[config.mk]
export PLATFORM = sky130hd
export DESIGN_NAME = alu_pipe
export DESIGN_NICKNAME = d
export VERILOG_FILES = /design/src/rtl/alu_pipe.sv
export SDC_FILE = /design/constraint.sdc
export NUM_CORES = 1
export LEC_CHECK = 0
export ABC_AREA = 1
export BUFFER_PORTS_ARGS = -buffer_cell sky130_fd_sc_hd__clkbuf_2
export CORE_ASPECT_RATIO = 1.2
export CORE_MARGIN = 4
export CORE_UTILIZATION = 45
export CTS_CLUSTER_SIZE = 20
export DETAILED_ROUTE_END_ITERATION = 8
export PLACE_DENSITY = 0.63
export SLEW_MARGIN = 20
export SYNTH_ARGS = -nofsm -noshare
export SYNTH_HDL_FRONTEND = slang
export SYNTH_SLANG_ARGS = --single-unit
[constraint.sdc]
create_clock -name clk -period 6.36 [get_ports clk]
set_input_delay 1.272 -clock clk [delete_from_list [all_inputs] [get_ports clk]]
set_output_delay 1.272 -clock clk [all_outputs]
set_load 0.01 [all_outputs]
[src/rtl/alu_pipe.sv]
// Two-stage pipelined ALU: operand register stage, then result/zero-flag register stage.
// Latency: operands accepted at edge N produce valid_o after edge N+1; 1 op/cycle sustained.
// Backpressure: ready_o = !s1_v | !valid_o | ready_i (combinational path from ready_i, no skid buffer).
module alu_pipe #(
  parameter int DATA_WIDTH = 8,
  parameter int SEL_WIDTH  = 3
) (
  input  logic                  clk,
  input  logic                  rst,
  input  logic                  valid_i,
  output logic                  ready_o,
  input  logic [DATA_WIDTH-1:0] data_i_1,
  input  logic [DATA_WIDTH-1:0] data_i_2,
  input  logic [SEL_WIDTH-1:0]  sel_i,
  output logic                  valid_o,
  input  logic                  ready_i,
  output logic [DATA_WIDTH:0]   data_o,
  output logic                  zero_o
);

  // The opcode map below is exactly 3 bits wide; any other width cannot be decoded.
  generate
    if (SEL_WIDTH != 3) begin : g_bad_sel_width
      $error("alu_pipe: SEL_WIDTH must be 3");
    end
    if (DATA_WIDTH < 2) begin : g_bad_data_width
      $error("alu_pipe: DATA_WIDTH must be at least 2");
    end
  endgenerate

  localparam logic [2:0] OP_ADD = 3'b000;
  localparam logic [2:0] OP_SUB = 3'b001;
  localparam logic [2:0] OP_INC = 3'b010;
  localparam logic [2:0] OP_DEC = 3'b011;
  localparam logic [2:0] OP_AND = 3'b100;
  localparam logic [2:0] OP_OR  = 3'b101;
  localparam logic [2:0] OP_XOR = 3'b110;
  localparam logic [2:0] OP_NOT = 3'b111;

  localparam logic [DATA_WIDTH:0] ONE_X = {{DATA_WIDTH{1'b0}}, 1'b1};

  // Stage 1 state
  logic                  s1_v;
  logic [DATA_WIDTH-1:0] s1_a;
  logic [DATA_WIDTH-1:0] s1_b;
  logic [SEL_WIDTH-1:0]  s1_sel;

  // Held low during reset and for the edge that releases it, so ready_o
  // only rises on the first clock edge after reset is removed.
  logic                  rdy_en;

  // Handshake / stall terms
  logic                  s2_adv;
  logic                  s2_load;
  logic                  in_xfer;

  // Combinational ALU result from stage-1 operands
  logic [DATA_WIDTH:0]   a_x;
  logic [DATA_WIDTH:0]   b_x;
  logic [DATA_WIDTH:0]   alu_res;
  logic                  alu_zero;

  assign s2_adv  = !valid_o || ready_i;
  assign s2_load = s1_v && s2_adv;
  assign ready_o = rdy_en && (!s1_v || s2_adv);
  assign in_xfer = valid_i && ready_o;

  // Zero-extension makes the extra MSB act as carry/borrow for the arithmetic ops.
  assign a_x = {1'b0, s1_a};
  assign b_x = {1'b0, s1_b};

  // Decode the opcode held in stage 1 into a DATA_WIDTH+1 result.
  always_comb begin
    alu_res = '0;
    case (s1_sel)
      OP_ADD:  alu_res = a_x + b_x;
      OP_SUB:  alu_res = a_x - b_x;   // MSB set exactly when A < B
      OP_INC:  alu_res = a_x + ONE_X;
      OP_DEC:  alu_res = a_x - ONE_X; // MSB set exactly when A == 0
      OP_AND:  alu_res = a_x & b_x;
      OP_OR:   alu_res = a_x | b_x;
      OP_XOR:  alu_res = a_x ^ b_x;
      OP_NOT:  alu_res = {1'b0, ~s1_a};
      default: alu_res = '0;
    endcase
  end

  // Zero flag looks only at the data bits, never at the carry/borrow bit.
  assign alu_zero = (alu_res[DATA_WIDTH-1:0] == '0);

  // Input-ready enable: low in reset, high from the first edge after release.
  always_ff @(posedge clk or posedge rst) begin
    if (rst) begin
      rdy_en <= 1'b0;
    end else begin
      rdy_en <= 1'b1;
    end
  end

  // Stage-1 valid: set on accept, cleared when its op moves to stage 2 with no replacement.
  always_ff @(posedge clk or posedge rst) begin
    if (rst) begin
      s1_v <= 1'b0;
    end else if (in_xfer) begin
      s1_v <= 1'b1;
    end else if (s2_load) begin
      s1_v <= 1'b0;
    end
  end

  // Stage-1 operands: captured only on accept, otherwise held through stalls.
  always_ff @(posedge clk or posedge rst) begin
    if (rst) begin
      s1_a   <= '0;
      s1_b   <= '0;
      s1_sel <= '0;
    end else if (in_xfer) begin
      s1_a   <= data_i_1;
      s1_b   <= data_i_2;
      s1_sel <= sel_i;
    end
  end

  // Stage-2 valid: set on load, cleared when the consumer takes the result with nothing behind it.
  always_ff @(posedge clk or posedge rst) begin
    if (rst) begin
      valid_o <= 1'b0;
    end else if (s2_load) begin
      valid_o <= 1'b1;
    end else if (ready_i) begin
      valid_o <= 1'b0;
    end
  end

  // Stage-2 result and flag: written only on load, so they hold through stalls and idle cycles.
  always_ff @(posedge clk or posedge rst) begin
    if (rst) begin
      data_o <= '0;
      zero_o <= 1'b0;
    end else if (s2_load) begin
      data_o <= alu_res;
      zero_o <= alu_zero;
    end
  end

endmodule

# Yosys cells after proc, flatten, opt, wreduce, memory -nomap -nowiden
# Cells that the tools add are included.
# totals
output_inout_bits	12
wordCells	39
in_bits	23
register_bits	32
# classes
bitwise_logic	4
eq_ne	7
reduce_logical	11
muxes	5
add_sub_neg	4
# op_table
op	count
case mux 9 bit (8 select lines)	1
== test 3 bit (second input constant)	4
adder 8 x 1 -> 9 bit (second input constant)	1
adder 8 x 8 -> 9 bit	1
subtractor 8 x 1 -> 9 bit (second input constant)	1
subtractor 8 x 8 -> 9 bit	1
AND 8 bit	1
logical NOT 8 bit	1
NOT 8 bit	1
bitwise OR 8 bit	1
XOR 8 bit	1
== test 3 x 2 -> 1 bit (second input constant)	2
two-way mux 1 bit	4
nonzero test 2 bit	2
== test 3 x 1 -> 1 bit (second input constant)	1
logical AND 1 bit	3
logical NOT 3 bit	1
logical NOT 1 bit	2
logical OR 1 bit	2

# Longest topological paths before layout
# logic_depth
depth_word	6
ltp_mapped	20
ltp_nobuf	20

# Worst setup path before layout
# No wires, ideal clock.
# synth_path
kind	input to output
from	input ready_i
to	output ready_o
t_arrival_ps	1593
path_stages	4
slack_ps	3495
required_ps	5088
path_cell_list	inv_1 nand3_1 nand2_1 inv_1
# synth_between
elab_chain_cells	3
# synth_lines
element	line_no	source
start: declaration	16	input logic ready_i,
logical OR 1 bit	63	assign s2_adv = !valid_o || ready_i;
logical OR 1 bit	65	assign ready_o = rdy_en && (!s1_v || s2_adv);
logical AND 1 bit	65	
end: declaration	11	output logic ready_o,
# No other way between the ends.

# Final worst setup path
# Ends and elaborated chain as after synthesis.

==> impl_summary.txt <==
----------------------------------------------------
[Worst setup path]
  Max stage delay on crit path ... 0.12 ns
  Slowest cell on the critical path ... nand3_1
  CP cell instances ... clkbuf_2 > inv_1 > nand3_1 > nand2_1 > inv_1 > clkbuf_2
  Worst reg-to-reg setup slack ... 3.53 ns
  Cells on worst reg2reg path ... 13
  Launch point of the critical path ... ready_i
  RR Startpoint ... s1_sel[2]
  Endpoint class of the critical path ... output port
  End of the worst register-to-register path ... zero_o
  Worst setup SP type ... primary input
  Worst endpoint data arrival time ... 1.84 ns
  Biggest fanout along the worst timing path ... 3
  Required time of the critical path ... 5.09 ns
  Critical path class ... primary input to output port

[Logic synthesis]
  Synthesis Warnings ... 0
  Synth Net Count ... 393
  Number of instances in the synthesized netlist ... 343
  Flops & latches, synth ... 32
  Avg Synthesized Cell Area ... 7.146 sq um
  Synth cell types ... 28
  Synth Cell Area ... 0.002451 sq mm
  Sequential element share of the synthesized area ... 0.3267

[Clock network]
  Number of sinks driven by the clock tree ... 32
  Hold buffers post-CTS ... 0
  Reg clk slew, reported paths ... 0.07 ns
  Number of post-CTS setup repair buffers ... 0
  TritonCTS Buffers ... 5
  Largest buffer count on any clock path ... 2
  TritonCTS clock tree ... yes
  Cells resized by post-CTS repair ... 0
  H-tree levels ... 2
  Clock insertion delay at the later pin of the skew report ... 0.29 ns
  Buffer cell driving the clock tree root ... clkbuf_8

[Layout]
  Inserted Diodes ... 0
  Post-route cell area ... 0.002744 sq mm
  Layout Nets ... 425
  Fraction of final layout cells with drive strength greater than 1 ... 0.1543
  Post-layout util ... 0.5180
  Area grow syn2layout ... 11.94%
  Final std cells w/o fill ... 438

[STA]
  Total setup violations reported at the end of the flow ... 0
  Unrepaired setup endpoints after global routing ... no
  Post-layout min period ... 3.112 ns
  Endpoints failing hold ... 0
  Relative slew slack ... 0.5402
  Worst-case setup margin in the final layout ... 3.248 ns
  Final count of pins violating max slew ... 0
  Least-Margin Pin Slew ... 0.6896 ns
  Fin crit share ... 0.4893
  Clk_skew ... 0.006750 ns
  Highest attainable clock frequency ... 0.3214 GHz
  Accumulated negative setup slack ... 0 ns

[Pwr]
  Leakage dissipation ... 1.486 nW
  Maximum VDD drop ... 0.1231 mV
  Total power density per cell area ... 307.8 mW/mm^2

[Detailed routing]
  Detailed-route via count ... 2183
  Iteration-0 DRC count of the detailed router ... 149
  Remaining routing DRC violations ... 0
  Vias per std cell ... 4.984
  ANT nets after route ... 0
  Iteration count of the initial detailed-routing pass ... 5
  Routed wire per std cell ... 12.73 um
  Total wire length ... 5574 um

[Placed design]
  Routability congestion estimate from global placement ... 0.8633
  Number of buffer cells added on primary ports ... 34
  DP HPWL ... 4209 um
  Worst slack at placement ... 3.236 ns
  Cell count after placement ... 430
  Dpl cell area ... 0.002634 sq mm

[Die]
  Total core area ... 0.005298 sq mm
  Standard-cell row count ... 29
  Floorplan die height ... 88.85 um
  Number of I/O pins ... 35
  Die width ... 75.37 um
  Total Die Area ... 0.006696 sq mm
  Starting density of the core ... 0.4627

[Global route]
  Sum of overflow across all layers after global routing ... 0
  Maximum number of pins on one net before global-route repair ... 40
  Wire length of the first global-routing pass ... 9239 um
  GRT Resource Usage Total ... 0.1824
  Number of global-route vias before repair ... 1902
  Antenna violations before repair ... 0

[Hold path]
  Hold EP ... data_o[8]
  Hold/Removal Path Class ... register to register
  Worst hold stages ... 2
  Hold wc startpoint ... data_o[8]

[Run]
  Max-Cap Viols ... 0

[Status]
  Status ... completed

----------------------------------------------------
[registers in the layout, indices dropped and copies added, names as in the netlist]
register and count:
data_o 9, s1_a 8, s1_b 8, s1_sel 3, rdy_en 1, s1_v 1
valid_o 1, zero_o 1
[final cells by class]
cell class	instances	area [sq um]
Fill cell	561	2554
Multi-Input combinational cell	255	1408
Sequential cell	32	800.8
Timing Repair Buffer	35	177.7
Inverter	46	172.7
Tap cell	62	77.57
Clock buffer	6	72.57
Clock inverter	2	35.03
[metal layers]
layer	wire (um)	part of all wire	GRT usage	vias up
met4	76	0.014	0.05882	0
met3	258	0.046	0.03864	6
met1	2714	0.49	0.2631	958
met5	0	0	0	-
met2	2525	0.45	0.2702	46
li1	-	-	-	1173
[power by group]
| part | leakage, nW | switching (mW) | internal, mW | total, mW |
|---|---|---|---|---|
| clock network | 0.0552 | 0.0807 | 0.116 | 0.197 |
| logic | 1.06 | 0.222 | 0.136 | 0.358 |
| registers | 0.366 | 0.0437 | 0.246 | 0.290 |
[worst max-delay path, delay by kind of cell]
family                 cells  cell delay [ns]
and+or+nand+nor            2             0.20
buffers and inverters      4             0.37
[through the flow]
step | power, mW | hold WS [ns]
after floorplan | 0.5593 | 0.4685
after global placement | 0.6422 | 0.4616
after detailed placement | 0.6507 | 0.4653
after CTS | 0.8513 | 0.4834
after global routing | 0.9251 | 0.5054
final | 0.8445 | 0.4789
[logic make-up (layout without fill, tap and decap cells)]
family                   after synthesis  after routing  share of synthesized area
AO/OA/AOI/OAI                         57             57                     0.1256
buffers and inverters                 56             89                     0.1000
AND/OR/NAND/NOR                      168            168                     0.2981
flip-flops                            32             32                     0.3267
XOR/XNOR                               2              2                   0.007148
other                                  1              1                   0.001530
adder cells (fa/ha/maj)               27             27                     0.1409
[worst max-delay path by stage]
stage | endpoint | slack [ns] | depth (start not counted)
after floorplan | ready_o | 3.49 | 4
after global routing | ready_o | 3.18 | 6
final | ready_o | 3.25 | 6
after detailed placement | ready_o | 3.24 | 6
after CTS | ready_o | 3.24 | 6
after global placement | ready_o | 3.25 | 6
[synth_stat cells]
cell type / n / area, sq um
nand3_1: 24 / 120.1
inv_1: 40 / 150.1
o21ai_1: 6 / 30.03
nand3_2: 1 / 10.01
conb_1: 1 / 3.750
nor3_1: 2 / 10.01
nand3b_1: 2 / 15.01
nand2_1: 74 / 277.8
a21oi_2: 1 / 8.760
nor2_1: 51 / 191.4
a21oi_1: 24 / 120.1
buf_4: 2 / 15.01
dfrtp_1: 32 / 800.8
nor3_2: 5 / 50.05
o21ai_0: 20 / 100.1
buf_6: 3 / 33.78
xor2_1: 2 / 17.52
ha_1: 26 / 325.3
a31oi_1: 2 / 12.51
clkbuf_1: 1 / 3.750
fa_1: 1 / 20.02
nor2_2: 1 / 6.260
buf_2: 4 / 20.02
nand4_1: 8 / 50.05
o211ai_1: 1 / 7.510
a21oi_4: 1 / 16.27
inv_2: 6 / 22.52
o22ai_1: 2 / 12.51
[layout by cell type (no fill, tap or decap), types with 8 or more instances in the layout]
master / n
inv_1: 40
clkbuf_2: 34
o21ai_0: 20
ha_1: 26
dfrtp_1: 32
nand3_1: 24
nand2_1: 73
a21oi_1: 24
nand4_1: 8
nor2_1: 51
No activity file was read; power rests on OpenSTA's default activity.
